--- src/rtl/cascade_pkg.sv ---
// Shared types and geometry helpers for the window scanner.
// Holds the FSM state encoding and the window-count function.
package cascade_pkg;

  typedef enum logic [2:0] {
    IDLE,
    ADDR,
    WAIT_RES,
    EMIT,
    DONE
  } scan_state_t;

  function automatic int num_pos(
    input int img,
    input int win,
    input int step
  );
    return (img - win) / step + 1;
  endfunction

endpackage

--- src/rtl/win_addr_gen.sv ---
// Pixel address generator for one window position.
// Walks px/py row-major and keeps row_base incrementally.
module win_addr_gen
  import cascade_pkg::*;
#(
  parameter int IMG_WIDTH  = 45,
  parameter int IMG_HEIGHT = 45,
  parameter int WIN_WIDTH  = 24,
  parameter int WIN_HEIGHT = 24,
  parameter int STEP       = 1
) (
  input  logic clk,
  input  logic rst,
  input  logic load_window,
  input  logic [$clog2(IMG_WIDTH)-1:0] win_x,
  input  logic [$clog2(IMG_HEIGHT)-1:0] win_y,
  input  logic step_ok,
  output logic [$clog2(IMG_WIDTH*IMG_HEIGHT)-1:0] addr_data,
  output logic last_pixel
);

  localparam int W_ADDR = $clog2(IMG_WIDTH*IMG_HEIGHT);
  localparam int W_X = $clog2(IMG_WIDTH);
  localparam int W_Y = $clog2(IMG_HEIGHT);

  localparam logic [W_X-1:0] PX_LAST = W_X'(WIN_WIDTH-1);
  localparam logic [W_Y-1:0] PY_LAST = W_Y'(WIN_HEIGHT-1);
  localparam logic [W_ADDR-1:0] ROW_INC = W_ADDR'(IMG_WIDTH);
  localparam logic [W_ADDR-1:0] Y_INC = W_ADDR'(STEP*IMG_WIDTH);

  logic [W_X-1:0] px;
  logic [W_X-1:0] x_base;
  logic [W_Y-1:0] py;
  logic [W_Y-1:0] y_cur;
  logic [W_ADDR-1:0] row_base;
  logic [W_ADDR-1:0] y_base;
  logic [W_ADDR-1:0] y_base_nx;

  // win_y only ever restarts at 0 or grows by STEP
  always_comb begin
    y_base_nx = y_base;
    if (win_y == '0)
      y_base_nx = '0;
    else if (win_y != y_cur)
      y_base_nx = y_base + Y_INC;
  end

  always_ff @(posedge clk) begin
    if (rst) begin
      px       <= '0;
      py       <= '0;
      x_base   <= '0;
      y_cur    <= '0;
      y_base   <= '0;
      row_base <= '0;
    end else if (load_window) begin
      px       <= '0;
      py       <= '0;
      x_base   <= win_x;
      y_cur    <= win_y;
      y_base   <= y_base_nx;
      row_base <= y_base_nx;
    end else if (step_ok) begin
      if (px == PX_LAST) begin
        px       <= '0;
        py       <= py + 1'b1;
        row_base <= row_base + ROW_INC;
      end else begin
        px <= px + 1'b1;
      end
    end
  end

  assign addr_data = row_base
                   + W_ADDR'(x_base)
                   + W_ADDR'(px);

  assign last_pixel = (px == PX_LAST)
                   && (py == PY_LAST);

endmodule

--- src/rtl/window_scanner.sv ---
// Read-side sequencer: walks a window over the image and
// emits one tagged detection record per window position.
module window_scanner
  import cascade_pkg::*;
#(
  parameter int IMG_WIDTH  = 45,
  parameter int IMG_HEIGHT = 45,
  parameter int WIN_WIDTH  = 24,
  parameter int WIN_HEIGHT = 24,
  parameter int STEP       = 1
) (
  input  logic clk,
  input  logic rst,
  input  logic start_valid,
  output logic start_ready,
  output logic addr_valid,
  input  logic addr_ready,
  output logic [$clog2(IMG_WIDTH*IMG_HEIGHT)-1:0] addr_data,
  input  logic res_valid,
  output logic res_ready,
  input  logic res_hit,
  output logic det_valid,
  input  logic det_ready,
  output logic [$clog2(IMG_WIDTH)-1:0] det_x,
  output logic [$clog2(IMG_HEIGHT)-1:0] det_y,
  output logic det_hit,
  output logic frame_done,
  output logic busy
);

  localparam int W_X = $clog2(IMG_WIDTH);
  localparam int W_Y = $clog2(IMG_HEIGHT);
  localparam int NX = num_pos(IMG_WIDTH, WIN_WIDTH, STEP);
  localparam int NY = num_pos(IMG_HEIGHT, WIN_HEIGHT, STEP);

  localparam logic [W_X-1:0] X_LAST = W_X'((NX-1)*STEP);
  localparam logic [W_Y-1:0] Y_LAST = W_Y'((NY-1)*STEP);
  localparam logic [W_X-1:0] X_STEP = W_X'(STEP);
  localparam logic [W_Y-1:0] Y_STEP = W_Y'(STEP);

  scan_state_t state;
  scan_state_t state_nx;

  logic [W_X-1:0] win_x;
  logic [W_X-1:0] nx_x;
  logic [W_Y-1:0] win_y;
  logic [W_Y-1:0] nx_y;
  logic load_window;
  logic step_ok;
  logic last_pixel;

  assign step_ok = addr_valid && addr_ready;

  always_comb begin
    state_nx    = state;
    load_window = 1'b0;
    nx_x        = win_x;
    nx_y        = win_y;
    unique case (state)
      IDLE: begin
        if (start_valid) begin
          state_nx    = ADDR;
          load_window = 1'b1;
          nx_x        = '0;
          nx_y        = '0;
        end
      end
      ADDR: begin
        if (step_ok && last_pixel)
          state_nx = WAIT_RES;
      end
      WAIT_RES: begin
        if (res_valid)
          state_nx = EMIT;
      end
      EMIT: begin
        if (det_ready) begin
          if (win_x != X_LAST) begin
            state_nx    = ADDR;
            load_window = 1'b1;
            nx_x        = win_x + X_STEP;
          end else if (win_y != Y_LAST) begin
            state_nx    = ADDR;
            load_window = 1'b1;
            nx_x        = '0;
            nx_y        = win_y + Y_STEP;
          end else begin
            state_nx = DONE;
          end
        end
      end
      DONE: state_nx = IDLE;
      default: state_nx = IDLE;
    endcase
  end

  always_ff @(posedge clk) begin
    if (rst) begin
      state   <= IDLE;
      win_x   <= '0;
      win_y   <= '0;
      det_x   <= '0;
      det_y   <= '0;
      det_hit <= 1'b0;
    end else begin
      state <= state_nx;
      if (load_window) begin
        win_x <= nx_x;
        win_y <= nx_y;
      end
      if (state == WAIT_RES && res_valid) begin
        det_hit <= res_hit;
        det_x   <= win_x;
        det_y   <= win_y;
      end
    end
  end

  win_addr_gen #(
    .IMG_WIDTH  (IMG_WIDTH),
    .IMG_HEIGHT (IMG_HEIGHT),
    .WIN_WIDTH  (WIN_WIDTH),
    .WIN_HEIGHT (WIN_HEIGHT),
    .STEP       (STEP)
  ) u_gen (
    .clk         (clk),
    .rst         (rst),
    .load_window (load_window),
    .win_x       (nx_x),
    .win_y       (nx_y),
    .step_ok     (step_ok),
    .addr_data   (addr_data),
    .last_pixel  (last_pixel)
  );

  assign start_ready = (state == IDLE);
  assign addr_valid  = (state == ADDR);
  assign res_ready   = (state == WAIT_RES);
  assign det_valid   = (state == EMIT);
  assign frame_done  = (state == DONE);
  assign busy        = (state != IDLE);

endmodule

--- config.mk ---
export PLATFORM = sky130hd
export DESIGN_NAME = window_scanner
export DESIGN_NICKNAME = d
export VERILOG_FILES = /design/src/rtl/cascade_pkg.sv /design/src/rtl/win_addr_gen.sv /design/src/rtl/window_scanner.sv
export SDC_FILE = /design/constraint.sdc
export NUM_CORES = 1
export LEC_CHECK = 0
export ABC_AREA = 1
export BUFFER_PORTS_ARGS = -buffer_cell sky130_fd_sc_hd__buf_4
export CAP_MARGIN = 15
export CELL_PAD_IN_SITES_DETAIL_PLACEMENT = 1
export CELL_PAD_IN_SITES_GLOBAL_PLACEMENT = 1
export CORE_MARGIN = 10
export CORE_UTILIZATION = 43
export DETAILED_ROUTE_END_ITERATION = 10
export PLACE_DENSITY = 0.81
export SYNTH_ARGS = -nofsm -noshare
export SYNTH_HDL_FRONTEND = slang
export SYNTH_SLANG_ARGS = --single-unit
--- constraint.sdc ---
create_clock -name clk -period 2.69 [get_ports clk]
set_clock_uncertainty 0.05 [all_clocks]
set_input_delay 0.1345 -clock clk [delete_from_list [all_inputs] [get_ports clk]]
set_output_delay 0.1345 -clock clk [all_outputs]
set_load 0.05 [all_outputs]
# Yosys cells after proc, flatten, opt, wreduce, memory -nomap -nowiden
# Cells that the tools add are included.
[word_totals]
wordCells = 75
in_bits = 7
out_inout_bits = 30
ff_bits = 62
[classes]
addsub = 8
n_mux = 28
eq_ne = 14
reduce_logical = 15
[op_table]
columns = ["op", "count"]
rows = [
  ["two-way mux 11 bit", 5],
  ["two-way mux 6 bit", 9],
  ["adder 6 x 1 -> 6 bit, second input constant", 4],
  ["one-hot mux 6 bit (2 select lines)", 2],
  ["adder 11 x 6 -> 11 bit", 2],
  ["adder 11 x 6 -> 11 bit, second input constant", 2],
  ["two-way mux 3 bit", 6],
  ["equality test 6 x 5 -> 1 bit, second input constant", 2],
  ["inequality test 6 x 5 -> 1 bit, second input constant", 2],
  ["one-hot mux 3 bit (4 select lines)", 1],
  ["equality test 3 x 2 -> 1 bit, second input constant", 2],
  ["logical NOT 6 bit", 1],
  ["inequality test 6 bit", 1],
  ["nonzero test 2 bit", 3],
  ["AND reduction 5 bit", 1],
  ["logical AND 1 bit", 4],
  ["two-way mux 1 bit", 4],
  ["inequality test 2 x 1 -> 1 bit, second input constant", 2],
  ["inequality test 2 bit, second input constant", 2],
  ["AND reduction 2 bit", 2],
  ["AND reduction 4 bit", 1],
  ["equality test 3 x 1 -> 1 bit, second input constant", 1],
  ["equality test 3 bit, second input constant", 1],
  ["logical NOT 3 bit", 1],
  ["other kinds (4)", 4],
]

# Logic depth before layout (Yosys ltp)
[depth]
ltp_word = 9
mapped_depth = 19

# Modules after synthesis
# A second synthesis with hierarchy kept.
[hier_totals]
cells_unflattened = 682
area_unflattened_um2 = 4549.4
[modules_own_cells]
columns = ["mod", "area_each_um2", "n_inst", "cells_each"]
rows = [
  ["win_addr_gen", 2961.6, 1, 438],
  ["window_scanner", 1587.8, 1, 244],
]

# Least setup slack after synthesis
# Ideal clock, no wire load.
[synth_timing]
path_kind = "register to output"
start = "register u_gen.x_base[0]"
end = "output addr_data[9]"
required_ns = 2.506
t_arrival_ns = 2.802
path_stages_with_launch = 13
slack_ns = -0.297
cell_sequence = "dfxtp_1 inv_1 fa_1 inv_1 ha_1 inv_1 fa_1 o21ai_0 a21oi_1 inv_1 a21oi_1 nor2_1 xor2_1"
[synth_between]
elab_chain_len = 2
[synth_lines]
columns = ["element", "line", "source"]
rows = [
  ["start: declaration", "win_addr_gen.sv:32", "logic [W_X-1:0] x_base;"],
  ["start signal: assignment", "win_addr_gen.sv:59", "x_base <= win_x;"],
  ["adder 11 x 6 -> 11 bit", "win_addr_gen.sv:75", "+ W_ADDR'(x_base)"],
  ["adder 11 x 6 -> 11 bit", "win_addr_gen.sv:76", "+ W_ADDR'(px);"],
  ["end: declaration", "window_scanner.sv:18", "output logic [$clog2(IMG_WIDTH*IMG_HEIGHT)-1:0] addr_data,"],
]
# Every way passes these cells.

# Worst setup path in the final report
[layout_timing]
start = "register u_gen.px[1]"
end = "output addr_data[7]"
[layout_between]
elab_chain_len = 1
[layout_lines]
columns = ["element", "line", "source"]
rows = [
  ["start: declaration", "win_addr_gen.sv:31", "logic [W_X-1:0] px;"],
  ["start signal: assignment", "win_addr_gen.sv:69", "px <= px + 1'b1;"],
  ["adder 11 x 6 -> 11 bit", "win_addr_gen.sv:76", ""],
]
# Every way passes these cells.

==> flow_summary_export.csv <==
group,metric,value,unit
status,status,"finished with violations",
status,violations,"negative setup slack",
clocking,cts_buffer_depth,2,
placed_design,place.port_buffers,36,
detailed_routing,totalWireLength,12600,µm
setup_path,r2r-start,"u_gen.x_base[1]",
sta,drv_slew,0,
power,finalPower,3.64,mW
clocking,tritoncts.num_buffers,9,
sta,relSlewSlack,0.669,
sta,final-hold-violation-count,0,
setup_path,worstReg2RegEnd,"u_gen.row_base[0]",
finish,multi_input_area,2360,µm²
sta,worst_slack,-212,ps
die,die_x,114,µm
power,switching_share,0.460,
setup_path,cp.required,2510,ps
die,start_util,0.441,
logic_synthesis,syn_nets,577,
min_path,hp-start,"res_valid",
power,p_leak,2.06,nW
sta,worst_pin_slew,496,ps
logic_synthesis,synth_cell_types,39,
sta,finalCriticalPeriod,2900,ps
grt,grt_pass1_vias,4305,
setup_path,crit_type,"flip-flop to output port",
logic_synthesis,async_flop_share,0,
placed_design,place.gp.congestion,0.826,
setup_path,crit_path_end_kind,"output port",
sta,post-route-period-util,1.08,
finish,seq_area,1250,µm²
grt,antenna_found_initial,0,
grt,overflow,0,
logic_synthesis,syn_area_per_cell,6.97,µm²
logic_synthesis,ys_seq_area_frac,0.324,
detailed_routing,vias,3934,
finish,area_delta_synth_final,24.9,%
detailed_routing,wl_per_cell,17.4,µm
min_path,worstHoldPathCells,3,
setup_path,r2r_cells,14,
finish,final_common_cell,"nand2_1",
grt,grt_max_degree,36,
logic_synthesis,synth_top_area_frac,0.324,
min_path,min_path_type,"input port to flip-flop",
die,coreArea,8680,µm²
power,clkPwrFrac,0.237,
detailed_routing,drc_errors,0,
clocking,clock_sinks,62,
power,power.internal,1.97,mW
finish,finalNonFillerCells,725,
sta,setup_viol,5,
sta,timing.fmax,0.345,GHz
placed_design,placed_cell_area,4370,µm²
clocking,cts_tree,"yes",
clocking,clock_latency,350,ps
logic_synthesis,ys.flop_type,"dfxtp_1",
finish,fillers,1147,
power,power_density,762,nW/µm²
power,p_comb_frac,0.457,
job,drv_cap,0,
placed_design,hpwl,9230,µm
setup_path,r2r_slack,160,ps
sta,worst_hold_slack,96.5,ps
clocking,cts.root.buffer_cell,"clkbuf_8",
finish,final_cell_mix,"nand2_1, buf_4, inv_1",
detailed_routing,drtPass1Iterations,4,
sta,rsz0062_at_grt,"yes",
setup_path,cp.arrival,2720,ps
die,die_h,114,µm
die,design.die.area,13100,µm²
grt,grt_pass1_wl,21000,µm
detailed_routing,post_drt_via_cell_ratio,5.43,
min_path,min_to,"det_y[0]",
detailed_routing,antenna_left,0,
placed_design,dpl.cell_count,701,
detailed_routing,initialDrtViolationCount,140,
power,seq_power_share,0.305,
die,num_io_pins,37,
sta,setup_tns,-877,ps
clocking,clk_pin_slew,80,ps
logic_synthesis,yosys_warnings,0,
logic_synthesis,netlist_instances,549,
finish,antenna_cells,0,
setup_path,start_kind,"flip-flop",
finish,drive_gt1_frac,0.250,
logic_synthesis,synth_edf_count,0,
logic_synthesis,ys_top_cells_by_area,"dfxtp_1, nand2_1, nand3_1",
finish,nNetsFinal,640,
finish,fin_area,4780,µm²
logic_synthesis,netlist_area,3830,µm²
power,p_switching,1.68,mW
logic_synthesis,synth.ff_latch_count,62,
power,ir_drop,0.364,mV
logic_synthesis,yosys.area.top_type,"dfxtp_1",
clocking,h-tree-depth,3,
setup_path,worstPathMaxFanout,2,
grt,grt_use_total,0.197,
die,num_rows,34,
-- kinds of logic (layout without fill, tap and decap cells) --
logic type                 Yosys count  in the layout  synth area share
and+or+nand+nor                    250            250             0.301
buffers and inverters               91            159            0.0961
AOI/OAI and AO/OA                  100            100             0.140
DFF                                 62             62             0.324
adders and majority gates           21             21            0.0824
xor gates and xnor gates            25             25            0.0572
-- cells in the mapped netlist, types with 3 or more instances --
cell and number:
a31oi_1 3, nand2_1 112, nor2_1 37, a211oi_1 4
ha_1 14, inv_1 60, o21ai_1 10, clkbuf_1 12
a21oi_1 48, xnor2_1 6, nor3_1 13, fa_1 7
nand3_1 55, dfxtp_1 62, buf_2 3, xor2_1 19
buf_4 4, inv_2 10, o21ai_0 28, o22ai_1 3
nand2_2 5, nor2_2 7, nand4_1 7
-- layout make-up --
| type | instances | share of cell area |
|---|---|---|
| clock buffers | 9 | 0.0259 |
| clock inverters | 7 | 0.0152 |
| inverters | 71 | 0.0563 |
| multi-input cells | 396 | 0.493 |
| flip-flops and latches | 62 | 0.262 |
| well taps | 108 | 0.0283 |
| repair buffers | 72 | 0.119 |
-- stage by stage --
stage	utilization	setup WS, ps
after floorplan	-	-106
after CTS	0.541	-174
after global routing	0.551	-338
after global placement	0.504	63.4
after detailed placement	0.504	-92.3
final	0.551	-212
-- how the worst max path moves through the flow --
| stage | startpoint | endpoint |
|---|---|---|
| finish | u_gen.px[1] | addr_data[7] |
| global route | u_gen.px[1] | addr_data[9] |
| CTS | u_gen.px[1] | addr_data[9] |
| detailed placement | u_gen.row_base[0] | addr_data[9] |
| global placement | u_gen.row_base[0] | addr_data[9] |
| floorplan | u_gen.x_base[0] | addr_data[9] |
-- repair_timing --
action	CTS	global route
setup endpoints to repair	6	27
hold buffers	1	0
gates resized for setup	29	20
hold endpoints to repair	1	0
buffers inserted	5	4
pin swaps	7	7
-- sequential cells by signal (all words and copies together), names as in the netlist --
| name | cells |
|---|---|
| det_hit | 1 |
| state | 3 |
| det_y | 6 |
| u_gen.x_base | 6 |
| u_gen.row_base | 11 |
| u_gen.px | 6 |
| u_gen.y_base | 11 |
| u_gen.y_cur | 6 |
| u_gen.py | 6 |
| det_x | 6 |
-- power by group through the flow --
stage / logic, mW / registers [mW] / clock network [mW]
6_report: 1.67 / 1.11 / 0.865
5_1_grt: 1.81 / 1.13 / 0.909
3_3_place_gp: 1.52 / 1.12 / 0
2_1_floorplan: 1.08 / 1.12 / 0
4_1_cts: 1.65 / 1.11 / 0.868
3_5_place_dp: 1.57 / 1.13 / 0
-- worst max-delay path, stage by stage, from the launching register on --
cell,delay [ps]
dfxtp_2,330
fa_1,540
ha_2,200
inv_2,60
fa_2,370
o21ai_4,190
a21oi_2,70
inv_1,80
a21oi_2,70
buf_4,150
xor2_2,130
buf_6,170
-- layer usage --
layer  vias to the layer above  routed length (µm)  GRT usage
met4                         0                 333     0.0911
met1                      1906                5240      0.222
met3                        26                 612     0.0466
met2                        80                6440      0.342
li1                       1922                   -          -
met5                         -                   0          0
No activity file was read; power rests on OpenSTA's default activity.
